**src/rtl/frame_uart_dumper.sv**
```systemverilog
// rtl/frame_uart_dumper.sv - streams a 4-byte header plus N RAM bytes out of an 8N1 UART TX line
module frame_uart_dumper #(
  parameter int CLKS_PER_BIT = 434,
  parameter int MAX_PIXELS   = 76800,
  parameter int RAM_LATENCY  = 2
) (
  input  logic        CLK,
  input  logic        RESET,
  input  logic        START,
  input  logic [16:0] FRAME_PIXELS,
  output logic        RD_EN,
  output logic [16:0] RD_ADDR,
  input  logic [7:0]  RD_DATA,
  output logic        TX,
  output logic        BUSY,
  output logic        DONE
);

  localparam int CNT_W = (CLKS_PER_BIT > 1) ? $clog2(CLKS_PER_BIT) : 1;
  localparam logic [CNT_W-1:0] CNT_LAST = CNT_W'(CLKS_PER_BIT - 1);
  localparam logic [16:0] MAX_N = 17'(MAX_PIXELS);

  typedef enum logic [1:0] {S_IDLE, S_HEADER, S_PIXELS, S_FINISH} state_t;

  state_t             state_q, state_d;
  logic [16:0]        n_q, n_clamp;
  logic [CNT_W-1:0]   clk_cnt_q;
  logic [3:0]         bit_idx_q;
  logic [1:0]         hdr_idx_q;
  logic [16:0]        px_cnt_q;
  logic [16:0]        addr_q, fetch_addr;
  logic               rd_en_q, fetch;
  logic [RAM_LATENCY-1:0] lat_q;
  logic [RAM_LATENCY:0]   lat_all;
  logic [7:0]         pix_buf_q, shreg_q, next_byte;
  logic               tx_q;
  logic               bit_end, byte_end, load_byte, load_pix;

  assign n_clamp = (FRAME_PIXELS > MAX_N) ? MAX_N : FRAME_PIXELS;
  // lat_all[k] is high exactly k cycles after RD_EN; the top tap marks valid RD_DATA
  assign lat_all = {lat_q, rd_en_q};
  assign RD_EN   = rd_en_q;
  assign RD_ADDR = addr_q;
  assign TX      = tx_q;

  always_comb begin
    state_d    = state_q;
    load_byte  = 1'b0;
    load_pix   = 1'b0;
    next_byte  = 8'h00;
    fetch      = 1'b0;
    fetch_addr = addr_q + 17'd1;
    BUSY       = 1'b0;
    DONE       = 1'b0;
    bit_end    = (clk_cnt_q == CNT_LAST);
    byte_end   = bit_end && (bit_idx_q == 4'd9);
    case (state_q)
      S_IDLE: begin
        if (START) state_d = S_HEADER;
      end
      S_HEADER: begin
        BUSY = 1'b1;
        if (byte_end) begin
          if (hdr_idx_q != 2'd3) begin
            load_byte = 1'b1;
            case (hdr_idx_q)
              2'd0:    next_byte = {7'b0, n_q[16]};
              2'd1:    next_byte = n_q[15:8];
              default: next_byte = n_q[7:0];
            endcase
            // Prefetch pixel 0 while the last header byte shifts
            if (hdr_idx_q == 2'd2 && n_q != 17'd0) begin
              fetch      = 1'b1;
              fetch_addr = 17'd0;
            end
          end else if (n_q == 17'd0) begin
            state_d = S_FINISH;
          end else begin
            state_d   = S_PIXELS;
            load_byte = 1'b1;
            load_pix  = 1'b1;
            next_byte = pix_buf_q;
            fetch     = (n_q > 17'd1);
          end
        end
      end
      S_PIXELS: begin
        BUSY = 1'b1;
        if (byte_end) begin
          if (px_cnt_q == n_q) begin
            state_d = S_FINISH;
          end else begin
            load_byte = 1'b1;
            load_pix  = 1'b1;
            next_byte = pix_buf_q;
            fetch     = ((px_cnt_q + 17'd1) < n_q);
          end
        end
      end
      S_FINISH: begin
        DONE    = 1'b1;
        state_d = S_IDLE;
      end
      default: state_d = S_IDLE;
    endcase
  end

  always_ff @(posedge CLK) begin
    if (!RESET) begin
      state_q   <= S_IDLE;
      n_q       <= '0;
      clk_cnt_q <= '0;
      bit_idx_q <= '0;
      hdr_idx_q <= '0;
      px_cnt_q  <= '0;
      addr_q    <= '0;
      rd_en_q   <= 1'b0;
      lat_q     <= '0;
      pix_buf_q <= '0;
      shreg_q   <= '0;
      tx_q      <= 1'b1;
    end else begin
      state_q <= state_d;
      rd_en_q <= fetch;
      if (fetch) addr_q <= fetch_addr;
      lat_q <= lat_all[RAM_LATENCY-1:0];
      if (lat_all[RAM_LATENCY]) pix_buf_q <= RD_DATA;

      if (state_q == S_IDLE) begin
        clk_cnt_q <= '0;
        bit_idx_q <= '0;
        hdr_idx_q <= '0;
        px_cnt_q  <= '0;
        tx_q      <= 1'b1;
        if (START) begin
          n_q     <= n_clamp;
          shreg_q <= 8'hA5;
          tx_q    <= 1'b0;
        end
      end else if (state_q == S_FINISH) begin
        tx_q   <= 1'b1;
        addr_q <= '0;
      end else if (load_byte) begin
        // Next start bit begins right after the previous stop bit's last cycle
        shreg_q   <= next_byte;
        tx_q      <= 1'b0;
        bit_idx_q <= '0;
        clk_cnt_q <= '0;
        if (load_pix) px_cnt_q <= px_cnt_q + 17'd1;
        else          hdr_idx_q <= hdr_idx_q + 2'd1;
      end else if (bit_end) begin
        clk_cnt_q <= '0;
        bit_idx_q <= bit_idx_q + 4'd1;
        tx_q      <= (bit_idx_q < 4'd8) ? shreg_q[bit_idx_q[2:0]] : 1'b1;
      end else begin
        clk_cnt_q <= clk_cnt_q + 1'b1;
      end
    end
  end

endmodule

```
**config.mk**
```make
export PLATFORM = sky130hd
export DESIGN_NAME = frame_uart_dumper
export DESIGN_NICKNAME = d
export VERILOG_FILES = /design/src/rtl/frame_uart_dumper.sv
export SDC_FILE = /design/constraint.sdc
export NUM_CORES = 1
export LEC_CHECK = 0
export CAP_MARGIN = 5
export CORE_ASPECT_RATIO = 0.5
export CORE_MARGIN = 2
export CORE_UTILIZATION = 53
export DETAILED_ROUTE_END_ITERATION = 8
export GPL_ROUTABILITY_DRIVEN = 0
export HOLD_SLACK_MARGIN = 0.1
export PLACE_DENSITY = 0.72
export RECOVER_POWER = 100
export SLEW_MARGIN = 30
export SYNTH_ARGS = -nofsm -noshare
export SYNTH_HDL_FRONTEND = slang
export SYNTH_SLANG_ARGS = --single-unit
```
**constraint.sdc**
```tcl
create_clock -name CLK -period 4.47 [get_ports CLK]
set_input_delay 0.447 -clock CLK [delete_from_list [all_inputs] [get_ports CLK]]
set_output_delay 0.447 -clock CLK [all_outputs]
set_load 0.02 [all_outputs]
```
==> After elaboration in Yosys (flattened, before gate mapping) <==
Cells that the tools add are included.
W data, S select, Z words.
{ "totals": {"register_bits": 88, "latch_bits": 0, "ramBits": 0, "rom_bits": 0, "input_bits": 28, "out_inout_bits": 21, "wordCells": 113, "memories": 0} }
{ "op_classes": {"add_sub_neg": 5, "n_mul": 0, "div": 0, "order_cmp": 5, "n_eq_ne": 15, "shifts": 0, "mux": 56, "bitwise_logic": 3, "n_reduce_logical": 17} }
{ "op_table": {"columns": ["op", "count"], "rows": [
  ["$mux W17", 8],
  ["$mux W8", 9],
  ["$add A17 B1 Y17 const B", 2],
  ["$pmux W8 S2", 2],
  ["$mux W1", 23],
  ["$mux W9", 2],
  ["$eq A17 B17 Y1", 1],
  ["$gt A17 B1 Y1 const B", 1],
  ["$gt A17 B17 Y1 const B", 1],
  ["$logic_not A17 Y1", 1],
  ["$lt A17 B17 Y1", 1],
  ["$reduce_bool A17 Y1", 1],
  ["$ne A2 B2 Y1 const B", 7],
  ["$mux W2", 5],
  ["$add A9 B1 Y9 const B", 1],
  ["$eq A9 B9 Y1 const B", 1],
  ["$reduce_and A3 Y1", 3],
  ["$mux W4", 2],
  ["$pmux W2 S4", 1],
  ["$eq A2 B2 Y1 const B", 3],
  ["$pmux W1 S2", 3],
  ["$reduce_and A5 Y1", 1],
  ["$add A4 B1 Y4 const B", 1],
  ["$eq A2 B1 Y1 const B", 2],
  ["12 further kinds", 19]
]} }

==> Longest topological paths before layout <==
{ "logic_depth": {"word_depth": 9, "depth_mapped": 18, "mapped_depth_nobuf": 15} }

==> Worst setup path after synthesis <==
OpenSTA, ideal clock, no wires.
{ "synth_path": {"path_kind": "register to register", "startpoint": "reg px_cnt_q[0]", "endpoint": "reg addr_q[10] (netlist: RD_ADDR[10])", "setup_ps": 130, "arrival_ps": 3689, "required_time_ps": 4340, "setup_slack_ps": 651, "stages_incl_launch_ff": 18, "n_path_buf": 2, "synth_period_minus_slack_ps": 3819, "path_cell_list": "dfxtp_1 ha_1 nand3_1 nor3_1 and3_1 and2_1 nand4_1 xnor2_1 ha_1 a211oi_1 o21bai_1 a21oi_1 nand2_1 o41a_1 clkbuf_2 o21ai_1 buf_2 a21oi_1"} }
{ "synth_between": {"elab_chain_len": 8, "word_cells_on_any_way": 9} }
{ "synth_rtl": {"columns": ["element", "line", "rtl"], "rows": [
  ["from (decl)", "30", "logic [16:0] px_cnt_q;"],
  ["from (signal assigned)", "149", "if (load_pix) px_cnt_q <= px_cnt_q + 17'd1;"],
  ["$add A17 B1 Y17", "96", "fetch = ((px_cnt_q + 17'd1) < n_q);"],
  ["$lt A17 B17 Y1", "96", null],
  ["$mux W1 *", "90", "if (px_cnt_q == n_q) begin"],
  ["$mux W1 *", "89", "if (byte_end) begin"],
  ["$pmux W1 S2 *", "57", "case (state_q)"],
  ["$mux W17 *", "125", "if (fetch) addr_q <= fetch_addr;"],
  ["$mux W17", "140", "end else if (state_q == S_FINISH) begin"],
  ["$mux W17 *", "129", "if (state_q == S_IDLE) begin"],
  ["to (signal assigned)", "125", null],
  ["to (decl)", "31", "logic [16:0] addr_q, fetch_addr;"]
]} }
Mark *: on every way between the ends. The rest lies on a longest branch, timed or not.
A chain may end at the register's enable or synchronous reset.

==> Worst setup path in the final report <==
Same ends and word-level chain as after synthesis.

==> results by stage <==
STA:
- The final-report setup violation count is 0.
- The final worst clock skew is 11.43 ps.
- Setup repair after global routing left no endpoint under its margin.
- Timing would allow up to 243.0 MHz.
- The ratio of final minimum period to clock period is 0.9206.
- For the pin with the worst max-slew slack, the measured transition is 1576 ps.
- The count of final hold-check violations was 0.
- Measured against its own limit, the worst slew margin works out to -0.05067.
- The total negative slack for setup checks is 0 ps.
- The final period demand of the worst path is 4115 ps.
- The final number of max-transition violations is 35.

Run:
- Max-cap violations in this run came to 1.

Status:
- The checks that failed: max-capacitance violations, max-slew violations.
- The run finished, with violations left.

Synth:
- The number of flops mapped to enable cells by yosys is 0.
- The number of storage elements in the synthesis netlist is 88.
- The area of the mapped netlist is 5071 sq um.
- After technology mapping, the gate count stands at 604.
- In the synthesized netlist, the cells that appear most often are sky130_fd_sc_hd__dfxtp_1, sky130_fd_sc_hd__nor2_1, sky130_fd_sc_hd__nand2_1.
- The part of the Yosys area used for sequential elements is 0.3474.
- By instance count, the leading cell after synthesis is sky130_fd_sc_hd__dfxtp_1.
- The most used flip-flop cell after synthesis is sky130_fd_sc_hd__dfxtp_1.
- The count of distinct cell types in the synthesized netlist is 62.
- The share of flip-flops with an asynchronous set or reset after synthesis is 0.
- Yosys printed 0 warnings.
- Of all cell types, the one taking the most synthesized area is sky130_fd_sc_hd__dfxtp_1.
- After synthesis, the cell types taking the most area are sky130_fd_sc_hd__dfxtp_1, sky130_fd_sc_hd__ha_1, sky130_fd_sc_hd__xor2_1, sky130_fd_sc_hd__nor2_1, sky130_fd_sc_hd__a21oi_1.
- The average footprint of a synthesized cell is 8.396 sq um.
- The number of nets handed over by synthesis was 663.
- Of the post-synthesis cell area, the dominant cell type holds 0.3474.

Die:
- The effective utilization at floorplan is 0.5404.
- In this run the standard cell core region covers 9384 sq um.
- After floorplanning, the core was divided into 25 placement rows.
- The area of the die is 10410 sq um.
- The die span in y is 73.17 um.
- For this design the top-level I/O count stands at 49.
- The die is 142.3 um wide.

Finish:
- In the final layout, the share of cells above drive strength 1 is 0.06173.
- The layout-stage area growth over the synthesis result is 16.88%.
- The register area is 1762 sq um.
- The area of the multi-input gates is 3054 sq um.
- The antenna diode count is 0.
- The end-of-flow core utilization is 0.6316.
- The net count of the finished layout is 702.
- The finished layout holds 769 standard cells, fillers aside.
- The count of fill cells added during filler insertion is 853.

Clock network:
- TritonCTS created 9 clock buffers.
- At the later pin of the worst-skew pair, clock insertion delay measures 350 ps.
- The CTS tree is yes.
- The clock-pin transition on the worst setup and hold timing paths is 70 ps.
- The longest clock path from root to sink contains 2 buffers.
- Counting every sink on the clock net gives 88.
- The number of buffers inserted to repair setup after CTS is 0.
- The post-cts resize count is 0.
- The root buffer cell is sky130_fd_sc_hd__clkbuf_16.
- Hold repair after CTS inserted 0 buffers.
- The H-tree was split into 3 levels.

Critical path:
- The capturing element type of the critical path is a flop.
- The maximum fanout along the worst path is 29.
- By startpoint and endpoint, the worst setup path is classified as flop to flop.
- On the worst path, the slowest cell contributes a delay of 500 ps.
- On the critical path the largest part of the delay comes from simple AND/OR/NAND/NOR gates.
- The signal on the critical path passes through ha_1, nand3_2, nor3_2, and3_1, and2_1, nand4_1, xnor2_1, ha_1, a211oi_1, o21bai_1, a21oi_1, nand2_1, o41a_1, buf_4, or4b_1, a21oi_1.
- For the worst setup path, the data arrival time is 4390 ps.
- Among all stages on the critical path, the largest delay is contributed by sky130_fd_sc_hd__or4b_1.
- At the worst endpoint, the required time is 4740 ps.
- The startpoint type of the worst setup path is a flop.
- The total buffers and inverters traversed by the critical path is 1.

Detailed routing:
- The first detailed-routing pass ran for 5 iterations.
- The total via count in the routed design is 4574.
- In this run the remaining antenna-violating nets after routing total 0.
- After the first detailed-routing iteration, the DRC count stood at 324.
- Dividing the detail-routed wire length by the instance count gives 16.57 um.
- For this run, design rule violations remaining after detail routing come to 0.
- The wire length after detailed routing is 12740 um.
- In the routed layout, each cell is associated on average with a via count of 5.948.

Power:
- In this run the static leakage power is 0.002200 uW.
- For this design the ratio of total power to cell area is 379.1 nW/um^2.
- Across the VDD grid, the largest voltage drop is 0.0002121 V.
- The total power after layout is 2247 uW.

Global routing:
- After global routing the overflow that remains totals 0.
- The global-route usage over all layers is 0.2539.
- The number of global-route vias before repair is 4211.
- The initial antenna violation count is 0.
- The first global-routing pass estimated 20620 um of wire.
- The largest net degree at the start of global routing is 35.

Placement:
- The placed cell count is 753.
- The count of input and output buffers is 48.
- The wire-length estimate of the detail-placed layout is 9313 um.

Min path:
- The path class of the tightest hold or removal check is flop to flop.
[report_power, final]
part           leakage, uW  internal (uW)  switching (uW)
logic              0.00133            207             359
registers         0.000713            835            65.7
clock network     0.000152            440             340
[through the flow]
stage / instance area, sq um / hold slack, ps / setup slack, ps
3_3_place_gp: 5637 / 415.5 / 266.0
3_5_place_dp: 5640 / 430.0 / 380.3
6_report: 5927 / 438.3 / 355.0
2_1_floorplan: 5071 / 411.9 / 651.1
4_1_cts: 5943 / 445.5 / 315.6
5_1_grt: 5927 / 458.0 / 3.634
[state kept, by name, summed over array words and instances (netlist names)]
| register | cells |
|---|---|
| RD_ADDR | 17 |
| RD_EN | 1 |
| TX | 1 |
| bit_idx_q | 4 |
| clk_cnt_q | 9 |
| hdr_idx_q | 2 |
| lat_q | 2 |
| n_q | 17 |
| pix_buf_q | 8 |
| px_cnt_q | 17 |
| shreg_q | 8 |
| state_q | 2 |
[cells by family (layout without fill, tap and decap cells)]
| family | Yosys count | count (layout) | share of synthesized area |
|---|---|---|---|
| AND/OR/NAND/NOR | 219 | 219 | 0.2216 |
| AO/OA/AOI/OAI | 139 | 139 | 0.1838 |
| flip-flops | 88 | 88 | 0.3474 |
| buffers and inverters | 63 | 107 | 0.05083 |
| XOR/XNOR | 46 | 46 | 0.07945 |
| adder cells (fa/ha/maj) | 31 | 31 | 0.07649 |
| multiplexers | 18 | 18 | 0.04046 |
[layout make-up]
type / instances / share of cell area
clock buffer: 9 / 0.03800
clock inverter: 7 / 0.01309
inverter: 35 / 0.02217
multi-input combinational: 453 / 0.5153
sequential: 88 / 0.2972
tap: 121 / 0.02554
timing repair buffer: 56 / 0.08866
[cell usage in the layout, fill, tap and decap left out, types with 3 or more instances in the layout]
master / instances
sky130_fd_sc_hd__or3_1: 21
sky130_fd_sc_hd__nand2_1: 53
sky130_fd_sc_hd__a21oi_1: 44
sky130_fd_sc_hd__o211ai_1: 4
sky130_fd_sc_hd__nor4_1: 14
sky130_fd_sc_hd__nand4_1: 9
sky130_fd_sc_hd__a211oi_1: 8
sky130_fd_sc_hd__o31ai_1: 14
sky130_fd_sc_hd__clkbuf_16: 9
sky130_fd_sc_hd__buf_4: 4
sky130_fd_sc_hd__or4_1: 8
sky130_fd_sc_hd__nor2_1: 59
sky130_fd_sc_hd__or2_2: 6
sky130_fd_sc_hd__nand3b_1: 3
sky130_fd_sc_hd__and3_1: 4
sky130_fd_sc_hd__inv_1: 34
sky130_fd_sc_hd__nor3_1: 8
sky130_fd_sc_hd__a221oi_1: 4
sky130_fd_sc_hd__xor2_1: 29
sky130_fd_sc_hd__dlygate4sd3_1: 23
sky130_fd_sc_hd__and2_1: 4
sky130_fd_sc_hd__o21ai_0: 19
sky130_fd_sc_hd__a22oi_1: 20
sky130_fd_sc_hd__nand3_1: 14
sky130_fd_sc_hd__mux2i_1: 16
sky130_fd_sc_hd__xnor2_1: 17
sky130_fd_sc_hd__ha_1: 31
sky130_fd_sc_hd__clkbuf_1: 4
sky130_fd_sc_hd__nor2b_1: 4
sky130_fd_sc_hd__clkdlybuf4s50_1: 25
sky130_fd_sc_hd__dfxtp_1: 88
sky130_fd_sc_hd__a31o_2: 4
[layer usage]
| metal | wire (um) | track usage | part of all wire | up-vias |
|---|---|---|---|---|
| met4 | 299 | 0.1012 | 0.023 | 0 |
| met1 | 6134 | 0.3355 | 0.48 | 2173 |
| met3 | 606 | 0.05512 | 0.048 | 25 |
| met5 | 0 | 0 | 0 | - |
| met2 | 5699 | 0.4117 | 0.45 | 120 |
| li1 | - | - | - | 2256 |
[worst paths after layout]
kind	from	to	slack, ps	depth (start not counted)
worst min-delay path	lat_q[0]	lat_q[1]	440	1
worst min register to register	lat_q[0]	lat_q[1]	440	1
worst max register to register	px_cnt_q[0]	RD_ADDR[10]	360	16
worst max-delay path	px_cnt_q[0]	RD_ADDR[10]	360	16
Note: power is estimated with default switching activity, not from simulation.
